===== config.mk =====
export PLATFORM = sky130hd
export DESIGN_NAME = square_recompose_flat
export DESIGN_NICKNAME = d
export VERILOG_FILES = /design/src/rtl/square_recompose_if.sv /design/src/rtl/square_recompose.sv /design/src/flat_wrapper.sv
export SDC_FILE = /design/constraint.sdc
export NUM_CORES = 1
export LEC_CHECK = 0
export ABC_CLOCK_PERIOD_IN_PS = 5850
export CORE_MARGIN = 2
export CORE_UTILIZATION = 55
export DETAILED_ROUTE_END_ITERATION = 8
export PLACE_DENSITY = 0.77
export SKIP_LAST_GASP = 1
export SLEW_MARGIN = 10
export SYNTH_ARGS = -nofsm -noshare
export SYNTH_HDL_FRONTEND = slang
export SYNTH_SLANG_ARGS = --single-unit

===== constraint.sdc =====
create_clock -name clk -period 5.85 [get_ports clk]
set_clock_uncertainty 0.15 [all_clocks]
set_input_delay 0.585 -clock clk [delete_from_list [all_inputs] [get_ports clk]]
set_output_delay 0.585 -clock clk [all_outputs]
set_load 0.01 [all_outputs]

===== src/rtl/square_recompose_if.sv =====
// Request/result bundle between the square-root unit and the recomposer.
// The master issues start with root/remainder; the slave returns the result.
interface square_recompose_if;
  logic        start;
  logic [7:0]  in_root;
  logic [8:0]  in_rem;
  logic [15:0] out_sq;
  logic        busy;
  logic        done;
  logic        err;

  modport master (
    output start, in_root, in_rem,
    input  out_sq, busy, done, err
  );

  modport slave (
    input  start, in_root, in_rem,
    output out_sq, busy, done, err
  );
endinterface


===== src/rtl/square_recompose.sv =====
// Rebuilds root*root + rem from a square-root result using an 8-step
// shift-and-add multiply; all state advances on the falling clock edge.
module square_recompose (
  input  logic              clk,
  input  logic              reset,
  square_recompose_if.slave bus
);

  typedef enum logic [1:0] {
    IDLE = 2'd0,
    CALC = 2'd1,
    ADD  = 2'd2,
    DONE = 2'd3
  } state_t;

  state_t state_q, state_d;

  logic [7:0]  root_q, root_d;
  logic [8:0]  rem_q, rem_d;
  logic [15:0] mcand_q, mcand_d;
  logic [7:0]  mplier_q, mplier_d;
  logic [15:0] acc_q, acc_d;
  logic [2:0]  cnt_q, cnt_d;
  logic [15:0] out_sq_q, out_sq_d;
  logic        err_q, err_d;

  logic [16:0] sum;
  logic        busy;
  logic        done;

  // State register
  always_ff @(negedge clk) begin
    if (reset) begin
      state_q <= IDLE;
    end else begin
      state_q <= state_d;
    end
  end

  // Next-state logic
  always_comb begin
    state_d = state_q;
    case (state_q)
      IDLE:    if (bus.start) state_d = CALC;
      CALC:    if (cnt_q == 3'd7) state_d = ADD;
      ADD:     state_d = DONE;
      DONE:    state_d = IDLE;
      default: state_d = IDLE;
    endcase
  end

  // Status outputs decoded from the state
  always_comb begin
    busy = (state_q == CALC) || (state_q == ADD);
    done = (state_q == DONE);
  end

  // Extra carry bit lets an out-of-range remainder be detected and saturated
  assign sum = {1'b0, acc_q} + {8'b0, rem_q};

  always_comb begin
    root_d   = root_q;
    rem_d    = rem_q;
    mcand_d  = mcand_q;
    mplier_d = mplier_q;
    acc_d    = acc_q;
    cnt_d    = cnt_q;
    out_sq_d = out_sq_q;
    err_d    = err_q;
    case (state_q)
      IDLE: begin
        if (bus.start) begin
          root_d   = bus.in_root;
          rem_d    = bus.in_rem;
          mcand_d  = {8'b0, bus.in_root};
          mplier_d = bus.in_root;
          acc_d    = 16'd0;
          cnt_d    = 3'd0;
        end
      end
      CALC: begin
        if (mplier_q[0]) acc_d = acc_q + mcand_q;
        mplier_d = {1'b0, mplier_q[7:1]};
        mcand_d  = {mcand_q[14:0], 1'b0};
        cnt_d    = cnt_q + 3'd1;
      end
      ADD: begin
        out_sq_d = sum[16] ? 16'hFFFF : sum[15:0];
        err_d    = (rem_q > {root_q, 1'b0});
      end
      default: begin
      end
    endcase
  end

  always_ff @(negedge clk) begin
    if (reset) begin
      root_q   <= 8'd0;
      rem_q    <= 9'd0;
      mcand_q  <= 16'd0;
      mplier_q <= 8'd0;
      acc_q    <= 16'd0;
      cnt_q    <= 3'd0;
      out_sq_q <= 16'd0;
      err_q    <= 1'b0;
    end else begin
      root_q   <= root_d;
      rem_q    <= rem_d;
      mcand_q  <= mcand_d;
      mplier_q <= mplier_d;
      acc_q    <= acc_d;
      cnt_q    <= cnt_d;
      out_sq_q <= out_sq_d;
      err_q    <= err_d;
    end
  end

  assign bus.busy   = busy;
  assign bus.done   = done;
  assign bus.out_sq = out_sq_q;
  assign bus.err    = err_q;

endmodule


===== src/flat_wrapper.sv =====
// flat-port wrapper written by rule: the top's interface ports become plain ports
module square_recompose_flat 
  (clk, reset, bus_start, bus_in_root, bus_in_rem, bus_out_sq, bus_busy, bus_done, bus_err);
  square_recompose_if bus_i ();
  input  logic clk;
  input  logic reset;
  input wire logic [$bits(bus_i.start)-1:0] bus_start;
  input wire logic [$bits(bus_i.in_root)-1:0] bus_in_root;
  input wire logic [$bits(bus_i.in_rem)-1:0] bus_in_rem;
  output wire logic [$bits(bus_i.out_sq)-1:0] bus_out_sq;
  output wire logic [$bits(bus_i.busy)-1:0] bus_busy;
  output wire logic [$bits(bus_i.done)-1:0] bus_done;
  output wire logic [$bits(bus_i.err)-1:0] bus_err;
  assign bus_i.start = bus_start;
  assign bus_i.in_root = bus_in_root;
  assign bus_i.in_rem = bus_in_rem;
  assign bus_out_sq = bus_i.out_sq;
  assign bus_busy = bus_i.busy;
  assign bus_done = bus_i.done;
  assign bus_err = bus_i.err;
  square_recompose u_core (.clk(clk), .reset(reset), .bus(bus_i));
endmodule

Word level (Yosys, flattened, before mapping)
Index checks and enable logic that the tools add are counted. W data, S select, Z words.

Add/subtract/negate cells: 3. $lt $le $gt $ge: 1. Equality and inequality tests: 7. Multiplexer cells: 13. Reductions and logical operators: 7.

Operator list (number): $mux W16 (4); $pmux W16 S2 (2); $add A16 B9 Y17 (1); $add A16 B16 Y16 (1); $pmux W8 S2 (1); $gt A9 B9 Y1 (1); $mux W8 (1); $pmux W2 S4 (1); $pmux W3 S2 (1); $reduce_and A2 Y1 (3); $eq A2 B2 Y1 const B (2); $mux W2 (2); $ne A2 B1 Y1 const B (2); $add A3 B1 Y3 const B (1); $eq A3 B3 Y1 const B (1); $mux W3 (1); $reduce_and A3 Y1 (1); $eq A2 B1 Y1 const B (1); $logic_not A2 Y1 (1); $ne A2 B2 Y1 const B (1); $reduce_bool A2 Y1 (1); $logic_or A1 B1 Y1 (1).

Bits in registers: 79. Bits of input ports: 20.

Depth between registers and ports, before layout
Word-level depth: 3. Gate-level depth with buffers: 10. Gate-level depth less buffers: 10.

==> key figures <==
Power and ir drop
  – PwrDens: around 430 mW/mm²
  – VDD IR-drop max: 0.2719 mV
  – Leakage power: 2.400 nW

Clock network
  – CTS resizes: 0
  – CTS Buf Count: 9
  – Number of H-tree levels: 3
  – Clock root cell: clkbuf_8
  – Clock transition at path regs: 0.03 ns
  – CTS Hold Bufs: 0
  – Setup Fix Bufs, Post-CTS: 0
  – CTS Sinks: 79
  – Clock tree buffer depth: 2
  – TritonCTS clock tree: done
  – Clock latency on the worst-skew pair: 0.41 ns

Layout
  – Multi-input logic area: 0.002557 mm²
  – Area growth syn-to-layout: 21.53%
  – ANT cells: 0
  – Nets@finish: approximately 690
  – Reg area: 0.001582 mm²
  – Commonest non-fill, non-tap cell in the layout: inv_1
  – Fill count: 647
  – Layout cell share with drive strength beyond 1: 4.905%
  – Commonest cells after routing, fill and taps aside: inv_1 (101), dfxtp_1 (79), nor2_1 (62), nand2_1 (51), a21oi_1 (42)

Hold path
  – Hold Crit Class: flop to flop
  – Hold path cells: 2

Route
  – Initial drt markers: 187
  – Total wire length: between 9000 and 10000 µm
  – Via/cell ratio: 5.554
  – WL/cell: ~14 µm
  – 1st-pass router iterations: 5
  – Vias: 4077
  – Routed Antenna Nets: 0
  – DR DRC count: 0

Place
  – Dpl hpwl: 6964 µm
  – Pre-CTS setup slack: 0.4042 ns
  – Port bufs: 38
  – GP Congestion: 0.8364

Critical path
  – Critical path type: flop to output pin
  – Crit end category: output pin
  – CP startpoint: u_core.state_q[1]$_SDFFE_NP0P_
  – Maximum fanout along the worst path: 4
  – R2R cell count: 8
  – RR Startpoint: u_core.acc_q[0]$_SDFFE_NP0P_
  – Worst R2R Setup Slack: roughly 2.8 ns
  – WP data arrival: 4.67 ns
  – R2R Path End: u_core.bus.out_sq[5]$_SDFFE_NP0P_
  – Crit path launch type: flop
  – Worst setup endpoint: bus_busy
  – WP data required: 5.12 ns

Timing
  – Final TNS setup: 0 ns
  – Worst-margin pin slew: 0.8736 ns
  – Setup ws final: 0.4431 ns
  – Final hold vios: 0
  – Unrepaired setup endpoints after global routing: false
  – Final setup fails: 0
  – Final Slew Violations: 0
  – Slew HR: 41.76%
  – WHS: 0.3059 ns

Floorplan
  – Starting Density: 56.54%
  – DIE AREA: between 0.008 and 0.009 mm²
  – Top Ports: 39
  – Row Count: 32
  – Core area: roughly 0.0077 mm²
  – Die H: 92.90 µm
  – Overall die width: 92.90 µm

Synthesis
  – Mean Syn Cell Area: 8.391 µm²
  – Synth unique cells: 51
  – Synthesized area: 0.004347 mm²
  – Post-Syn Nets: 579
  – YS warnings: 0
  – Sequential share of the synthesized area: 36.38%
  – Yosys reg bits: 79
  – Post-Syn Instances: around 520

Global routing
  – GRT Total Usage: 24.19%
  – Largest net degree at the start of global routing: 70
  – Grt ovf: 0
  – First-pass GRT wire length: approximately 17000 µm
  – Antenna violations before repair: 0
  – Vias in the first global route: 3997

Status
  – Outcome: completed

Run
  – Max-cap violations: 0
[sequential cells by signal, summed over array words and instances (netlist names)]
register           flops
u_core.acc_q          16
u_core.bus.err         1
u_core.bus.out_sq     16
u_core.cnt_q           3
u_core.mcand_q        16
u_core.mplier_q        8
u_core.rem_q           9
u_core.root_q          8
u_core.state_q         2
[where the power goes]
part           internal, mW  switching, mW  leakage (nW)  total [mW]
clock                 0.279          0.370         0.530       0.649
combinational         0.372          0.502          1.23       0.874
sequential            0.673         0.0942         0.644       0.767
total                  1.32          0.966          2.40        2.29
[cell families (layout without fill, tap and decap cells)]
| kind of cell | after synthesis | in the layout | share of synthesized area (%) |
|---|---|---|---|
| buffers and inverters | 47 | 161 | 4.778 |
| xor gates and xnor gates | 22 | 22 | 4.433 |
| adders and majority gates | 41 | 41 | 12.15 |
| DFF | 79 | 79 | 36.38 |
| AOI/OAI and AO/OA | 151 | 151 | 22.91 |
| and+or+nand+nor | 174 | 174 | 18.42 |
| muxes | 4 | 4 | 0.9212 |
[synthesized netlist by cell type (all sizes together)]
cell type	instances	area share, %
dfxtp	79	36
nor2	62	5.4
nand2	51	4.4
a21oi	42	4.8
ha	39	11
a211oi	34	6.0
o21ai	26	3.0
inv	23	2.0
clkbuf	19	1.7
nor3	16	1.8
a22oi	15	2.6
nor2b	13	2.0
xnor2	13	2.6
a21o	9	1.6
xor2	9	1.8
nand2b	7	1.0
nand3	7	0.81
o21a	5	0.86
and3	4	0.60
buf	4	0.78
mux2i	4	0.92
o211ai	4	0.69
nand4	3	0.43
a21boi	2	0.35
a311oi	2	0.40
a32o	2	0.46
and2	2	0.29
fa	2	0.92
nor3b	2	0.35
o21bai	2	0.35
o31a	2	0.40
or3	2	0.29
or4	2	0.35
a2111oi	1	0.20
a221o	1	0.26
a221oi	1	0.20
a311o	1	0.23
a31oi	1	0.14
and3b	1	0.20
dlymetal6s2s	1	0.29
o41ai	1	0.37
or2	1	0.14
or4b	1	0.32
[per-layer routing]
metal / GRT usage, % / part of all wire [%] / vias to the layer above
li1: - / - / 2062
met1: 29.24 / 45 / 1878
met3: 8.869 / 5.9 / 12
met4: 11.40 / 0.80 / 0
met2: 38.16 / 48 / 125
met5: 0 / 0 / -
[metrics by stage]
step / instances / power (mW) / instance area (µm²) / util, %
2_1_floorplan: 518 / 1.445 / 4347 / -
3_3_place_gp: 640 / 1.697 / 4773 / 62.09
3_5_place_dp: 640 / 1.724 / 4773 / 62.09
4_1_cts: 734 / 2.313 / 5283 / 68.72
5_1_grt: 734 / 2.503 / 5283 / 68.72
6_report: 734 / 2.290 / 5283 / 68.72
[cell type report]
type	instances	area share (%)
Tap cell	102	2.416
Timing Repair Buffer	44	7.958
Sequential cell	79	29.94
Clock buffer	9	2.345
Clock inverter	86	7.366
Inverter	22	1.563
Multi-Input combinational cell	392	48.41
[worst max-delay path, cell delays in order, from the launching register on]
cell	delay, ns
dfxtp_1	0.38
inv_1	0.10
ha_1	0.33
clkdlybuf4s50_1	0.54
[worst min path at each step]
| stage | startpoint | to | slack [ns] |
|---|---|---|---|
| 2_1_floorplan | u_core.root_q[1]$_SDFFE_NP0P_ | u_core.root_q[1]$_SDFFE_NP0P_ | 0.29 |
| 3_3_place_gp | u_core.root_q[6]$_SDFFE_NP0P_ | u_core.root_q[6]$_SDFFE_NP0P_ | 0.30 |
| 3_5_place_dp | u_core.root_q[2]$_SDFFE_NP0P_ | u_core.root_q[2]$_SDFFE_NP0P_ | 0.30 |
| 4_1_cts | u_core.root_q[2]$_SDFFE_NP0P_ | u_core.root_q[2]$_SDFFE_NP0P_ | 0.30 |
| 5_1_grt | u_core.root_q[2]$_SDFFE_NP0P_ | u_core.root_q[2]$_SDFFE_NP0P_ | 0.32 |
| 6_report | u_core.root_q[7]$_SDFFE_NP0P_ | u_core.root_q[7]$_SDFFE_NP0P_ | 0.31 |
(Power assumes the default switching activity.)
==> edit (config.mk and constraints unchanged) <==
Reset style: asynchronous (`reset`), changed in 2 clocked blocks.
--- a/src/rtl/square_recompose.sv
+++ b/src/rtl/square_recompose.sv
@@ -31,3 +31,3 @@
   // State register
-  always_ff @(negedge clk) begin
+  always_ff @(negedge clk or posedge reset) begin
     if (reset) begin
@@ -95,3 +95,3 @@
 
-  always_ff @(negedge clk) begin
+  always_ff @(negedge clk or posedge reset) begin
     if (reset) begin
Behaviour: differs if reset is asserted again (counterexample within 4 cycles, from zero or initial values and one cycle with reset high); with reset held inactive, the same outputs for 10 cycles.
==> edit against the original RTL <==
- power increased by 29%
- setup slack gained 0.033 ns
- critical path type unchanged
- area after synthesis is 5.6% higher
- design area up 0.40%
- routed wire length decreased by 2.5%
- sequential share of layout area up 7.3 points
- critical path depth did not move
- sequential cell count stayed put
- non-clock buffer count is 1 lower
- highest routed layer unchanged
- synthesized cell count decreased by 11%
- register-to-register slack improved by 0.26 ns
==> edit: results (changes against the original RTL) <==
| Metric | Value |
|---|---|
| Outcome | `finished clean (unchanged)` |
| Data arrival, critical path | `4.64 ns (was 4.67 ns)` |
| Syn Inst Count | `460 (was 518)` |
| Final cell count without fillers | `606 (was 734)` |
| Met2 Resource Use GR | `36.3% (was 38.2%)` |
| Placed inst area | `5080 um2 (was 4770 um2)` |
| Clk power | `0.000444 W (was 0.000649 W)` |
| Iter 0 DRT Violations | `238 (was 187)` |
| Synth cell types | `58 (was 51)` |
| R2r setup slk | `3.07 ns (was 2.81 ns)` |
| Seq/Total Area, Yosys | `43.1% (was 36.4%)` |
| Share of cells above drive strength 1 | `11.0% (was 4.91%)` |
| Wire length on met1 | `4380 um (was 4480 um)` |
| Met3 Routed Length | `519 um (was 590 um)` |
| Worst flop-to-flop path endpoint | `u_core.bus.out_sq[13]$_DFFE_NP0P_ (was u_core.bus.out_sq[5]$_SDFFE_NP0P_)` |
| Async set-reset flop share out of synthesis | `100% (was 0%)` |
| Relative slew margins | `25.0% (was 41.8%)` |
| P_seq | `0.00103 W (was 0.000767 W)` |
| First-pass DRT Iterations | `4 (was 5)` |
| Setup ws final | `0.476 ns (was 0.443 ns)` |
| Global-route wire length before repair | `16600 um (was 16900 um)` |
| Filler instances | `665 (was 647)` |
| Lkg Pwr | `2.47 nW (was 2.40 nW)` |
| Top cells by count, synth | `dfrtn_1 (79), nand2_1 (40), ha_1 (38) (was dfxtp_1 (79), nor2_1 (62), nand2_1 (51))` |
| Vias in the first global route | `3510 (was 3997)` |
| Worst skew pair latency | `0.33 ns (was 0.41 ns)` |
| Internal Dissipation | `0.00175 W (was 0.00132 W)` |
| GR Util met3 | `5.45% (was 8.87%)` |
| Routability Congestion | `0.820 (was 0.836)` |
| Crit Reg-Reg Startpoint | `u_core.acc_q[0]$_DFFE_NP0P_ (was u_core.acc_q[0]$_SDFFE_NP0P_)` |
edit: logic make-up (layout without fill, tap and decap cells):
group / Yosys count / in the layout / synth area share [%]
buffers and inverters: 45 / 86 / 3.74
adders and majority gates: 40 / 40 / 11.2
and+or+nand+nor: 104 / 104 / 10.9
AOI/OAI and AO/OA: 150 / 150 / 22.0
xor gates and xnor gates: 23 / 23 / 4.39
muxes: 19 / 19 / 4.61
DFF: 79 / 79 / 43.1
edit: final cells by class:
cell class	count	area, um2	share of cell area [%]
Multi-Input combinational cell	336	2440	46.1
Sequential cell	79	1980	37.3
Timing Repair Buffer	43	430	8.12
Tap cell	105	131	2.48
Clock buffer	9	124	2.34
Inverter	27	101	1.91
Clock inverter	7	95.1	1.79
edit: worst max-delay path, cell delays in order, from the launching register on:
cell and delay (ns):
dfrtn_1 0.46, inv_1 0.08, ha_1 0.30, clkdlybuf4s50_1 0.54
